$ cat src/rtl/mem_ctrl_pkg.sv
// Shared encodings for the byte-serial memory controller: FSM states,
// access lengths, request owners and the length normaliser.
package mem_ctrl_pkg;

    localparam int RAM_ADDR_W_DEF = 17;

    typedef enum logic [1:0] {
        STATE_IDLE  = 2'd0,
        STATE_READ  = 2'd1,
        STATE_WRITE = 2'd2
    } state_e;

    typedef enum logic {
        OWNER_IF  = 1'b0,
        OWNER_MEM = 1'b1
    } owner_e;

    localparam logic [2:0] LEN_BYTE = 3'd1;
    localparam logic [2:0] LEN_HALF = 3'd2;
    localparam logic [2:0] LEN_WORD = 3'd4;

    // Anything that is not a byte or half access becomes a full word.
    function automatic logic [2:0] norm_len(input logic [2:0] len);
        case (len)
            LEN_BYTE: return LEN_BYTE;
            LEN_HALF: return LEN_HALF;
            default:  return LEN_WORD;
        endcase
    endfunction

endpackage

$ cat src/rtl/mem_ctrl_ext.sv
// Load-result extender: sign- or zero-extends the low byte/half of an
// assembled little-endian word; full words pass through untouched.
module mem_ext
    import mem_ctrl_pkg::*;
(
    input  logic [31:0] raw,
    input  logic [2:0]  length,
    input  logic        is_signed,
    output logic [31:0] ext
);

    always_comb begin
        ext = raw;
        case (length)
            LEN_BYTE: ext = {{24{is_signed & raw[7]}}, raw[7:0]};
            LEN_HALF: ext = {{16{is_signed & raw[15]}}, raw[15:0]};
            default:  ext = raw;
        endcase
    end

endmodule

$ cat src/rtl/mem_ctrl.sv
// Arbitrates IF and MEM requests onto a single 8-bit synchronous RAM port,
// sequencing multi-byte little-endian accesses one byte per cycle.
//
//   state       | meaning
//   ------------+------------------------------------------------------------
//   STATE_IDLE  | no transfer; accepts MEM (priority) or IF request
//   STATE_READ  | cnt < len: issue address base+cnt; cnt >= 1: collect lane cnt-1
//   STATE_WRITE | drive byte cnt of store data to base+cnt
module mem_ctrl
    import mem_ctrl_pkg::*;
#(
    parameter int RAM_ADDR_W = RAM_ADDR_W_DEF
) (
    input  logic                  clk,
    input  logic                  reset,
    input  logic                  if_read,
    input  logic [31:0]           if_addr,
    output logic                  if_busy,
    output logic                  if_ready,
    output logic [31:0]           if_data,
    input  logic                  mem_read,
    input  logic                  mem_write,
    input  logic [31:0]           mem_addr,
    input  logic [31:0]           mem_wdata,
    input  logic [2:0]            mem_length,
    input  logic                  mem_signed,
    output logic                  mem_busy,
    output logic                  mem_ready,
    output logic [31:0]           mem_rdata,
    output logic [RAM_ADDR_W-1:0] ram_a,
    output logic [7:0]            ram_dout,
    input  logic [7:0]            ram_din,
    output logic                  ram_wr
);

    state_e      state_q, state_d;
    owner_e      owner_q, owner_d;
    logic [2:0]  cnt_q, cnt_d;
    logic [2:0]  len_q, len_d;
    logic        signed_q, signed_d;
    logic [31:0] base_q, base_d;
    logic [31:0] wdata_q, wdata_d;
    logic [31:0] buf_q, buf_d;
    logic        if_ready_q, if_ready_d;
    logic        mem_ready_q, mem_ready_d;
    logic [31:0] if_data_q, if_data_d;
    logic [31:0] mem_rdata_q, mem_rdata_d;

    logic [31:0]           addr_full;
    logic [31:0]           lane_buf;
    logic [31:0]           ext_word;
    logic [7:0]            wbyte;
    logic [RAM_ADDR_W-1:0] ram_a_c;
    logic [7:0]            ram_dout_c;
    logic                  ram_wr_c;
    logic                  unused_addr_hi;

    // Address arithmetic is 32-bit; the RAM only sees the low bits, so it wraps.
    assign addr_full      = base_q + 32'(cnt_q);
    assign unused_addr_hi = ^addr_full[31:RAM_ADDR_W];

    mem_ext u_ext (
        .raw       (lane_buf),
        .length    (len_q),
        .is_signed (signed_q),
        .ext       (ext_word)
    );

    always_comb begin
        lane_buf = buf_q;
        case (cnt_q)
            3'd1:    lane_buf[7:0]   = ram_din;
            3'd2:    lane_buf[15:8]  = ram_din;
            3'd3:    lane_buf[23:16] = ram_din;
            3'd4:    lane_buf[31:24] = ram_din;
            default: lane_buf = buf_q;
        endcase

        case (cnt_q[1:0])
            2'd0:    wbyte = wdata_q[7:0];
            2'd1:    wbyte = wdata_q[15:8];
            2'd2:    wbyte = wdata_q[23:16];
            default: wbyte = wdata_q[31:24];
        endcase
    end

    always_comb begin
        state_d     = state_q;
        owner_d     = owner_q;
        cnt_d       = cnt_q;
        len_d       = len_q;
        signed_d    = signed_q;
        base_d      = base_q;
        wdata_d     = wdata_q;
        buf_d       = buf_q;
        if_ready_d  = 1'b0;
        mem_ready_d = 1'b0;
        if_data_d   = if_data_q;
        mem_rdata_d = mem_rdata_q;
        ram_a_c     = '0;
        ram_dout_c  = '0;
        ram_wr_c    = 1'b0;

        case (state_q)
            STATE_IDLE: begin
                if (mem_read || mem_write) begin
                    state_d  = mem_read ? STATE_READ : STATE_WRITE;
                    owner_d  = OWNER_MEM;
                    cnt_d    = 3'd0;
                    len_d    = norm_len(mem_length);
                    signed_d = mem_signed;
                    base_d   = mem_addr;
                    wdata_d  = mem_wdata;
                    buf_d    = '0;
                end else if (if_read) begin
                    state_d  = STATE_READ;
                    owner_d  = OWNER_IF;
                    cnt_d    = 3'd0;
                    len_d    = LEN_WORD;
                    signed_d = 1'b0;
                    base_d   = if_addr;
                    buf_d    = '0;
                end
            end

            STATE_READ: begin
                if (cnt_q != len_q) begin
                    ram_a_c = addr_full[RAM_ADDR_W-1:0];
                end
                buf_d = lane_buf;
                cnt_d = cnt_q + 3'd1;
                if (cnt_q == len_q) begin
                    state_d = STATE_IDLE;
                    cnt_d   = 3'd0;
                    if (owner_q == OWNER_MEM) begin
                        mem_ready_d = 1'b1;
                        mem_rdata_d = ext_word;
                    end else begin
                        if_ready_d = 1'b1;
                        if_data_d  = ext_word;
                    end
                end
            end

            STATE_WRITE: begin
                ram_wr_c   = 1'b1;
                ram_a_c    = addr_full[RAM_ADDR_W-1:0];
                ram_dout_c = wbyte;
                cnt_d      = cnt_q + 3'd1;
                if (cnt_q == len_q - 3'd1) begin
                    state_d = STATE_IDLE;
                    cnt_d   = 3'd0;
                end
            end

            default: state_d = STATE_IDLE;
        endcase
    end

    always_ff @(posedge clk) begin
        if (reset) begin
            state_q     <= STATE_IDLE;
            owner_q     <= OWNER_IF;
            cnt_q       <= 3'd0;
            len_q       <= LEN_WORD;
            signed_q    <= 1'b0;
            base_q      <= '0;
            wdata_q     <= '0;
            buf_q       <= '0;
            if_ready_q  <= 1'b0;
            mem_ready_q <= 1'b0;
            if_data_q   <= '0;
            mem_rdata_q <= '0;
        end else begin
            state_q     <= state_d;
            owner_q     <= owner_d;
            cnt_q       <= cnt_d;
            len_q       <= len_d;
            signed_q    <= signed_d;
            base_q      <= base_d;
            wdata_q     <= wdata_d;
            buf_q       <= buf_d;
            if_ready_q  <= if_ready_d;
            mem_ready_q <= mem_ready_d;
            if_data_q   <= if_data_d;
            mem_rdata_q <= mem_rdata_d;
        end
    end

    // RAM pins are forced quiet during the reset cycle itself, even mid-transfer.
    assign ram_a     = reset ? '0 : ram_a_c;
    assign ram_dout  = reset ? '0 : ram_dout_c;
    assign ram_wr    = ram_wr_c & ~reset;

    assign mem_busy  = reset | (state_q != STATE_IDLE);
    assign if_busy   = mem_busy | mem_read | mem_write;
    assign if_ready  = if_ready_q;
    assign mem_ready = mem_ready_q;
    assign if_data   = if_data_q;
    assign mem_rdata = mem_rdata_q;

endmodule
$ cat config.mk
export PLATFORM = sky130hd
export DESIGN_NAME = mem_ctrl
export DESIGN_NICKNAME = d
export VERILOG_FILES = /design/src/rtl/mem_ctrl_pkg.sv /design/src/rtl/mem_ctrl_ext.sv /design/src/rtl/mem_ctrl.sv
export SDC_FILE = /design/constraint.sdc
export NUM_CORES = 1
export LEC_CHECK = 0
export ABC_AREA = 1
export BUFFER_PORTS_ARGS = -buffer_cell sky130_fd_sc_hd__buf_2
export CAP_MARGIN = 15
export CORE_UTILIZATION = 55
export CTS_CLUSTER_DIAMETER = 60
export DETAILED_ROUTE_END_ITERATION = 10
export GPL_TIMING_DRIVEN = 0
export PLACE_DENSITY = 0.82
export SYNTH_ARGS = -nofsm -noshare
export SYNTH_HDL_FRONTEND = slang
export SYNTH_HIERARCHICAL = 1
export SYNTH_SLANG_ARGS = --single-unit
$ cat constraint.sdc
create_clock -name clk -period 4.6 [get_ports clk]
set_clock_uncertainty 0.15 [all_clocks]
set_input_delay 0.46 -clock clk [delete_from_list [all_inputs] [get_ports clk]]
set_output_delay 0.46 -clock clk [all_outputs]
set_load 0.01 [all_outputs]
==> impl_metrics.env, run 1 <==
export IMPL_placed_cells=1423
export IMPL_setup_violations=0
export IMPL_fillers=1152
export IMPL_holdBufCountCts=0
export IMPL_required_ps=3990
export IMPL_synthToLayoutAreaGrowth_pct=22.8
export IMPL_layout_nets=1393
export IMPL_ir_drop_mv=0.235
export IMPL_grt_pass1_vias=7197
export IMPL_post_route_period_util_pct=69.0
export IMPL_cap_violations=0
export IMPL_critical_path_class="flop to output pin"
export IMPL_synthDistinctLibCells=37
export IMPL_dpl_cell_area_mm2=0.00873
export IMPL_synth_edff_count=0
export IMPL_synth_nets=1199
export IMPL_via_count=7889
export IMPL_place_congestion=0.904
export IMPL_grt_overflow_total=0
export IMPL_r2r_start="cnt_q[1]"
export IMPL_syn_avg_cell_area_um2=7.12
export IMPL_post_cts_buffers=0
export IMPL_synth_ff_type="dfxtp_1"
export IMPL_met1Wirelength_um=9130
export IMPL_die_x_um=120
export IMPL_clock_sinks=157
export IMPL_drtIter0Drc=574
export IMPL_ys_seq_area_share_pct=41.2
export IMPL_final_cells=1455
export IMPL_synth_top_area_cell="dfxtp_1"
export IMPL_cts_reportedPaths_clkPinSlew_ps=60
export IMPL_pin_count=207
export IMPL_synthArstFlopShare_pct=0
export IMPL_timing_fmax_ghz=0.315
export IMPL_report_final_slew_viol_count=0
export IMPL_die_h_um=120
export IMPL_core_area_mm2=0.0134
export IMPL_start_kind="flop"
export IMPL_worstPathMaxFanout=6
export IMPL_hp_class="input pin to flop"
export IMPL_dr_pass1_iters=5
export IMPL_ant_nets=0
export IMPL_crit_start="cnt_q[1]"
export IMPL_power_density_mw_per_mm2=377
export IMPL_synth_area_mm2=0.00763
export IMPL_max_slew_margin_pct=64.5
export IMPL_worstHoldStart="mem_wdata[19]"
export IMPL_routed_top_layer="met4"
export IMPL_wirelength_um=20400
export IMPL_final_setup_tns_ps=0
export IMPL_met2_length_um=9630
export IMPL_synth_most_common_cell="nand2_1"
export IMPL_insertedDiodeCount=0
export IMPL_cts_inserted_buffers=17
export IMPL_antenna_found_initial=0
export IMPL_drc=0
export IMPL_synth_area_leaders="dfxtp_1, nand2_1, a21oi_1"
export IMPL_drive_above_1_share_pct=22.8
export IMPL_start_util_pct=57.0
export IMPL_yosys_warnings=6
export IMPL_wl_per_cell_um=14.0
export IMPL_ctsRootBufferMaster="clkbuf_16"
export IMPL_row_count=42
export IMPL_arrival_ps=2570
export IMPL_grt_first_pass_wirelength_um=33500
export IMPL_track_usage_pct=29.2
export IMPL_period_minus_slack_ps=3180
export IMPL_p_leak_nw=4.05
export IMPL_wl_met3_um=1220
export IMPL_viasPerCell=5.42
export IMPL_fin_util_pct=69.9
export IMPL_portBuffers=175
export IMPL_cts_htree_levels=4
export IMPL_dieArea_mm2=0.0144
export IMPL_run_status="completed"
export IMPL_design_area_mm2=0.00937
export IMPL_cts_tree="done"
export IMPL_synth_cells=1072
export IMPL_ys_ff_latch=157
export IMPL_tightest_slew_ps=533
export IMPL_hpwl_um=15000
export IMPL_whs_ps=98.5
export IMPL_rsz0062_at_grt="no"
export IMPL_rrSetupSlack_ps=1510
export IMPL_hold_violations=0
export IMPL_synthTopCellsByCount="nand2_1, dfxtp_1, a21oi_1, nor2_1, o21ai_0"
export IMPL_cp_end_kind="output pin"
export IMPL_clk_path_buf_depth=2
export IMPL_clock_latency_ps=430
export IMPL_synth_top_area_share_pct=41.2
export IMPL_grt_max_degree=17
export IMPL_cts_resized=0
## area by class of cell
| class | instances | area [um2] | area share, % |
|---|---|---|---|
| timing repair buffer | 175 | 876 | 9.34 |
| clock buffer | 20 | 457 | 4.87 |
| tap | 176 | 220 | 2.35 |
| inverter | 55 | 206 | 2.20 |
| sequential | 157 | 3140 | 33.5 |
| multi-input combinational | 773 | 3760 | 40.1 |
| clock inverter | 12 | 185 | 1.98 |
| buffer | 87 | 527 | 5.62 |
## layout by cell type, fill, tap and decap left out, types with 2 or more instances in the layout
cell type  Yosys  layout
xor2_1         7       7
inv_2          6       6
clkbuf_8       0       2
nor3b_1        2       2
nand2_2        4       4
a21oi_1      120     120
buf_8          5       5
nand2_1      270     270
a31oi_1       25      25
nand3_1       43      43
nor2_2         2       2
bufinv_16      0       4
dfxtp_1      157     157
nor2_1       104     104
o21ai_2        2       2
nand3_2        5       5
buf_2         33     208
buf_6          3       3
clkbuf_16      0      17
nor2_4         3       3
o21ai_0       85      85
inv_6          0       2
clkinv_4       0       4
nand4_1       71      71
nor3_1         7       7
buf_1          3       3
buf_4         16      16
xnor2_1        2       2
clkbuf_1      25      26
inv_1         48      48
ha_1          13      13
## kinds of logic (layout without fill, tap and decap cells)
group           count (synthesis)  count (layout)  share of synthesized area [%]
simple gates                  515             515                           29.8
compound gates                235             235                           16.0
flops                         157             157                           41.2
buf+inv                       142             349                           9.60
fa+ha+maj                      14              14                           2.39
xor+xnor                        9               9                           1.03
## worst max-delay path, cell delays in order, from the launching register on
cell and delay [ps]:
dfxtp_1 450, inv_1 160, fa_1 490, o21ai_2 220
nand2_1 150, nor2_1 170, nand2_1 90, xor2_1 140
nor2_1 110, buf_2 150
## sequential cells by signal, summed over array words and instances (netlist names), 2 cells and up
register   flops
base_q        17
buf_q         32
cnt_q          3
if_data       32
len_q          3
mem_rdata     32
state_q        2
wdata_q       32
## per-stage QoR
step | total power [W] | setup slack, ps
2_1_floorplan | 0.00187 | 2170
3_3_place_gp | 0.00202 | 1600
3_5_place_dp | 0.00203 | 1590
4_1_cts | 0.00353 | 1460
5_1_grt | 0.00367 | 1290
6_report | 0.00353 | 1420
## routing by layer
layer  up-vias  track usage (%)
met1      3540             36.6
met5         -                0
met4         0             11.3
met3        38             4.94
met2       328             50.0
li1       3983                -
## where the power goes
| part | internal, W | switching (W) | total, W |
|---|---|---|---|
| Clock | 0.000942 | 0.000574 | 0.00152 |
| Sequential | 0.00144 | 0.0000541 | 0.00149 |
| Combinational | 0.000170 | 0.000354 | 0.000524 |
| Total | 0.00255 | 0.000982 | 0.00353 |
## path summary, 6_finish.rpt
kind	endpoint	cells past startpoint
hold reg to reg	if_data[11]	2
hold / removal	wdata_q[19]	3
setup / recovery	ram_a[14]	9
setup reg to reg	if_data[16]	13
Power figures use the tool's default switching activity.
==> run 2: changes to the inputs <==
--- a/config.mk
+++ b/config.mk
@@ -8,11 +8,11 @@
 export ABC_AREA = 1
 export BUFFER_PORTS_ARGS = -buffer_cell sky130_fd_sc_hd__buf_2
 export CAP_MARGIN = 15
-export CORE_UTILIZATION = 55
+export CORE_UTILIZATION = 53
 export CTS_CLUSTER_DIAMETER = 60
 export DETAILED_ROUTE_END_ITERATION = 10
 export GPL_TIMING_DRIVEN = 0
-export PLACE_DENSITY = 0.82
+export PLACE_DENSITY = 0.8
 export SYNTH_ARGS = -nofsm -noshare
 export SYNTH_HDL_FRONTEND = slang
 export SYNTH_HIERARCHICAL = 1
==> constraint.sdc (replaced) <==
create_clock -name clk -period 3 [get_ports clk]
set_clock_uncertainty 0.15 [all_clocks]
set_input_delay 0.3 -clock clk [delete_from_list [all_inputs] [get_ports clk]]
set_output_delay 0.3 -clock clk [all_outputs]
set_load 0.01 [all_outputs]
==> run 2 against run 1 <==
Net effect:
- flip-flop and latch count stayed put
- largest cell class unchanged
- register-to-register slack worse by 1400 ps
- worst hold slack got worse by 81 ps
- sequential share of layout area shrank 2.1 points
- clock power up 42%
- total power grew 52%
- setup slack lost 1300 ps
- combinational power rose by 76%
- cell area up 6.7%
- count of clock-buffer cells in the layout unchanged
==> impl_metrics.env, run 2 (synthesized netlist as in run 1, its figures left out) <==
export IMPL_hold_end="base_q[7]"
export IMPL_worstHoldStart="if_addr[7]"
export IMPL_grt_first_pass_wirelength_um=36100
export IMPL_cap_violations=0
export IMPL_wl_per_cell_um=14.5
export IMPL_die_x_um=122
export IMPL_cp_end_kind="output pin"
export IMPL_dieArea_mm2=0.0149
export IMPL_core_area_mm2=0.0140
export IMPL_via_count=8240
export IMPL_hpwl_um=15100
export IMPL_insertedDiodeCount=0
export IMPL_path_cells="ha_1, inv_1, fa_1, o21ai_2, nand2_1, nor2_1, nand2_1, xor2_1, nor2_1, buf_2"
export IMPL_cts_inserted_buffers=17
export IMPL_rsz0062_at_grt="no"
export IMPL_die_h_um=122
export IMPL_dr_pass1_iters=5
export IMPL_start_util_pct=54.6
export IMPL_layout_nets=1459
export IMPL_grt_max_degree=17
export IMPL_grt_pass1_vias=7592
export IMPL_critical_path_class="flop to output pin"
export IMPL_rrSetupSlack_ps=160
export IMPL_clk_path_buf_depth=2
export IMPL_run_status="completed"
export IMPL_cp_top_family="adder cells"
export IMPL_hp_class="input pin to flop"
export IMPL_r2r_cells=12
export IMPL_report_final_slew_viol_count=0
export IMPL_worstPathMaxFanout=5
export IMPL_pin_count=207
export IMPL_start_kind="flop"
export IMPL_worst_slack_ps=137
export IMPL_clock_latency_ps=430
export IMPL_portBuffers=175
export IMPL_arrival_ps=2410
export IMPL_max_slew_margin_pct=64.2
export IMPL_layout_commonest_cell="nand2_1"
export IMPL_worst_path_largest_cell_delay_ps=410
export IMPL_viasPerCell=5.40
export IMPL_timing_fmax_ghz=0.349
export IMPL_layout_common_cells="nand2_1, buf_2, dfxtp_1"
export IMPL_synthToLayoutAreaGrowth_pct=31.0
export IMPL_post_cts_buffers=0
export IMPL_setup_violations=0
export IMPL_cts_htree_levels=4
export IMPL_crit_start="cnt_q[0]"
export IMPL_clock_sinks=157
export IMPL_tightest_slew_ps=536
export IMPL_power_density_mw_per_mm2=538
export IMPL_hold_depth=3
export IMPL_drc=0
export IMPL_r2r_start="cnt_q[0]"
export IMPL_p_leak_nw=4.32
export IMPL_required_ps=2550
export IMPL_drtIter0Drc=534
export IMPL_drive_above_1_share_pct=21.9
export IMPL_path_buf_inv=2
export IMPL_place_ws_ps=-31.3
export IMPL_wirelength_um=22100
export IMPL_ctsRootBufferMaster="clkbuf_16"
export IMPL_cts_reportedPaths_clkPinSlew_ps=60
export IMPL_grt_overflow_total=0
export IMPL_row_count=43
export IMPL_whs_ps=17.9
export IMPL_crit_path_top_delay_cell="fa_1"
export IMPL_ant_nets=0
export IMPL_antenna_found_initial=0
export IMPL_place_congestion=0.905
export IMPL_ir_drop_mv=0.392
export IMPL_track_usage_pct=30.6
export IMPL_regToRegEndpoint="if_data[22]"
export IMPL_hold_violations=0
export IMPL_post_route_period_util_pct=95.4
export IMPL_period_minus_slack_ps=2860
export IMPL_fillers=1101
export IMPL_cts_tree="done"
-- run 2: cell type report --
cell class	instances	area [um2]	share of cell area [%]
Multi-Input combinational cell	773	3760	37.6
Timing Repair Buffer	241	1540	15.4
Clock inverter	12	138	1.38
Sequential cell	157	3150	31.4
Buffer	87	529	5.29
Inverter	55	206	2.06
Tap cell	180	225	2.25
Clock buffer	20	457	4.57
-- run 2: stage by stage --
stage	instance area [um2]	TNS [ps]	utilization (%)	power [W]	cells
after floorplan	7630	0	-	0.00287	1072
after global placement	8740	-2.73	62.5	0.00310	1427
after detailed placement	8740	-53.8	62.5	0.00312	1427
after CTS	9990	0	71.4	0.00536	1525
after global routing	10000	0	71.5	0.00560	1525
final	10000	0	71.5	0.00538	1525
-- run 2: how the worst max path moves through the flow --
| stage | end | slack (ps) | depth (start not counted) |
|---|---|---|---|
| 2_1_floorplan | mem_rdata[21] | 670 | 14 |
| 5_1_grt | ram_a[16] | 0.4 | 9 |
| 4_1_cts | ram_a[14] | 4 | 9 |
| 6_report | ram_a[14] | 140 | 10 |
| 3_5_place_dp | if_data[21] | -30 | 13 |
| 3_3_place_gp | if_data[21] | -3 | 13 |
-- run 2: layer usage --
| metal | wire (um) | track usage [%] | vias to the layer above |
|---|---|---|---|
| met5 | 0 | 0 | - |
| met4 | 652 | 12.6 | 0 |
| met3 | 1510 | 5.76 | 57 |
| met2 | 10400 | 50.8 | 340 |
| met1 | 9540 | 38.8 | 3731 |
| li1 | - | - | 4112 |
-- run 2: worst min-delay path, cell delays in order --
cell and delay, ps:
buf_2 100, nand2_1 70, a31oi_1 80
-- run 2: power by group --
part / internal, W / total [W] / switching (W) / leakage [nW]
clock: 0.00127 / 0.00216 / 0.000891 / 0.275
sequential: 0.00220 / 0.00229 / 0.0000892 / 1.28
combinational: 0.000347 / 0.000923 / 0.000576 / 2.77
total: 0.00382 / 0.00538 / 0.00156 / 4.32
-- run 2: timing repair --
item	CTS	global route
pin swaps	0	1
setup endpoints to repair	26	47
hold buffers	66	0
hold endpoints to repair	50	0
cloned	0	0
resized for setup	2	4
==> run 3: changes to the inputs <==
--- a/config.mk
+++ b/config.mk
@@ -5,14 +5,13 @@
 export SDC_FILE = /design/constraint.sdc
 export NUM_CORES = 1
 export LEC_CHECK = 0
-export ABC_AREA = 1
 export BUFFER_PORTS_ARGS = -buffer_cell sky130_fd_sc_hd__buf_2
 export CAP_MARGIN = 15
 export CORE_UTILIZATION = 53
 export CTS_CLUSTER_DIAMETER = 60
 export DETAILED_ROUTE_END_ITERATION = 10
 export GPL_TIMING_DRIVEN = 0
-export PLACE_DENSITY = 0.8
+export PLACE_DENSITY = 0.79
 export SYNTH_ARGS = -nofsm -noshare
 export SYNTH_HDL_FRONTEND = slang
 export SYNTH_HIERARCHICAL = 1
==> run 3 against run 2 <==
Net effect:
- critical path depth fell by 2
- global-route usage fell by 1.7 points
- critical endpoint is now ram_a[16]
- cell count fell by 14%
- first-iteration DRC count rose by 13%
- clock power barely moved
- count of clock-buffer cells in the layout rose by 5
- non-clock buffer count fell by 21
- routed wire length fell by 3.5%
- sequential share of layout area fell by 0.060 points
==> impl_metrics.env, run 3 <==
export IMPL_synthToLayoutAreaGrowth_pct=29.8
export IMPL_grt_max_degree=17
export IMPL_synth_top_area_share_pct=40.6
export IMPL_synthArstFlopShare_pct=0
export IMPL_worstPathMaxFanout=8
export IMPL_regToRegEndpoint="base_q[14]"
export IMPL_insertedDiodeCount=0
export IMPL_row_count=43
export IMPL_report_final_slew_viol_count=0
export IMPL_drtIter0Drc=601
export IMPL_regArea_mm2=0.00315
export IMPL_max_slew_margin_pct=52.2
export IMPL_synth_nets=989
export IMPL_whs_ps=12.0
export IMPL_rrSetupSlack_ps=160
export IMPL_multi_input_area_mm2=0.00419
export IMPL_rsz0062_at_grt="no"
export IMPL_period_minus_slack_ps=2880
export IMPL_via_count=7183
export IMPL_die_h_um=123
export IMPL_fillers=1048
export IMPL_wirelength_um=21300
export IMPL_worst_path_largest_cell_delay_ps=500
export IMPL_post_route_period_util_pct=95.9
export IMPL_placed_cells=1218
export IMPL_wl_per_cell_um=16.3
export IMPL_grt_first_pass_wirelength_um=33600
export IMPL_cts_htree_levels=4
export IMPL_cts_reportedPaths_clkPinSlew_ps=60
export IMPL_critical_path_class="flop to output pin"
export IMPL_ant_nets=0
export IMPL_layout_commonest_cell="buf_2"
export IMPL_pin_count=207
export IMPL_die_x_um=123
export IMPL_synth_cells=862
export IMPL_final_cells=1304
export IMPL_arrival_ps=2430
export IMPL_start_util_pct=55.1
export IMPL_ir_drop_mv=0.392
export IMPL_clock_sinks=157
export IMPL_hold_violations=0
export IMPL_grt_use_met1_pct=35.5
export IMPL_dr_pass1_iters=8
export IMPL_ctsRootBufferMaster="clkbuf_16"
export IMPL_antenna_found_initial=0
export IMPL_run_status="completed"
export IMPL_cp_endpoint="ram_a[16]"
export IMPL_dieArea_mm2=0.0151
export IMPL_start_kind="flop"
export IMPL_synth_area_leaders="dfxtp_1, mux2i_1, nand2b_1"
export IMPL_viasPerCell=5.51
export IMPL_ys_ff_latch=157
export IMPL_portBuffers=176
export IMPL_tightest_slew_ps=711
export IMPL_timing_fmax_ghz=0.348
export IMPL_crit_path_top_delay_cell="or4_4"
export IMPL_hpwl_um=14300
export IMPL_setup_violations=0
export IMPL_r2r_start="state_q[0]"
export IMPL_drc=0
export IMPL_grt_use_met2_pct=48.6
export IMPL_p_leak_nw=4.50
export IMPL_cp_end_kind="output pin"
export IMPL_cts_inserted_buffers=17
export IMPL_grt_pass1_vias=6896
export IMPL_synth_top_area_cell="dfxtp_1"
export IMPL_crit_start="cnt_q[0]"
export IMPL_fin_util_pct=71.5
export IMPL_r2r_cells=8
export IMPL_syn_avg_cell_area_um2=8.97
export IMPL_synthDistinctLibCells=59
export IMPL_synth_area_mm2=0.00773
export IMPL_busiest_layer="met2"
export IMPL_synthTopCellsByCount="dfxtp_1, nand2b_1, nand2_1, nor2_1, mux2i_1"
export IMPL_core_area_mm2=0.0140
export IMPL_track_usage_pct=28.9
export IMPL_synth_ff_type="dfxtp_1"
export IMPL_yosys_warnings=6
export IMPL_clock_latency_ps=430
export IMPL_hp_class="input pin to flop"
export IMPL_place_congestion=0.862
export IMPL_layout_common_cells="buf_2, dfxtp_1, nand2b_1"
export IMPL_synth_most_common_cell="dfxtp_1"
export IMPL_drive_above_1_share_pct=27.2
export IMPL_layout_nets=1239
export IMPL_synth_edff_count=0
export IMPL_cap_violations=0
export IMPL_grt_overflow_total=0
export IMPL_path_cells="ha_4, inv_1, fa_2, nor2b_4, o21ai_2, or4_4, a21oi_2, buf_2"
export IMPL_ys_seq_area_share_pct=40.6
export IMPL_clk_path_buf_depth=2
export IMPL_required_ps=2550
export IMPL_power_density_mw_per_mm2=537
export IMPL_cts_tree="done"
export IMPL_met3_usage_pct=7.43
export IMPL_final_setup_tns_ps=0
[run 3: layout make-up]
class / count / share of cell area (%)
repair buffers: 232 / 14.3
inverters: 15 / 0.561
well taps: 180 / 2.24
plain buffers: 75 / 3.91
clock inverters: 6 / 0.823
multi-input cells: 614 / 41.7
flip-flops and latches: 157 / 31.4
clock buffers: 25 / 5.04
[run 3: worst min-delay path by stage]
stage / startpoint / to / depth (start not counted)
global route: mem_addr[3] / base_q[3] / 3
CTS: mem_addr[12] / base_q[12] / 3
global placement: wdata_q[13] / wdata_q[13] / 2
floorplan: wdata_q[0] / wdata_q[0] / 2
detailed placement: wdata_q[27] / wdata_q[27] / 2
finish: if_addr[13] / base_q[13] / 3
[run 3: through the flow]
stage | power (W) | setup slack, ps | instance area [um2]
final | 0.00539 | 124 | 10000
after CTS | 0.00536 | 24.8 | 10000
after global placement | 0.00316 | -1.89 | 8840
after detailed placement | 0.00317 | -6.39 | 8840
after global routing | 0.00560 | 1.53 | 10000
after floorplan | 0.00290 | 361 | 7730
[run 3: layer usage]
layer  routed length (um)  vias to the layer above
met4                  468                        0
li1                     -                     3483
met5                    0                        -
met1                 9040                     3379
met2                10300                      274
met3                 1470                       47
[run 3: power breakdown]
part	leakage, nW	internal, W	switching [W]
Sequential	1.28	0.00220	0.000117
Combinational	2.94	0.000381	0.000538
Clock	0.289	0.00133	0.000823
Total	4.50	0.00391	0.00148
[run 3: worst max-delay path, delay by kind of cell (launching register included)]
family	cells	cell delay, ps
buffers and inverters	2	190
and+or+nand+nor	2	640
DFF	1	380
AOI/OAI and AO/OA	2	260
adders and majority gates	2	510
[run 3: what timing repair did]
action,in CTS,in global routing
gates resized for setup,8,12
hold buffers,54,0
setup buffers,1,1
hold endpoints to repair,50,0
endpoints found under the setup margin,18,45
cloned,0,0
[run 3: kinds of logic after synthesis]
logic type	count (synthesis)	share of synthesized area [%]
xor gates and xnor gates	15	1.89
and+or+nand+nor	308	20.1
DFF	157	40.6
AOI/OAI and AO/OA	181	16.2
muxes	96	12.9
adders and majority gates	14	2.36
buffers and inverters	91	5.83
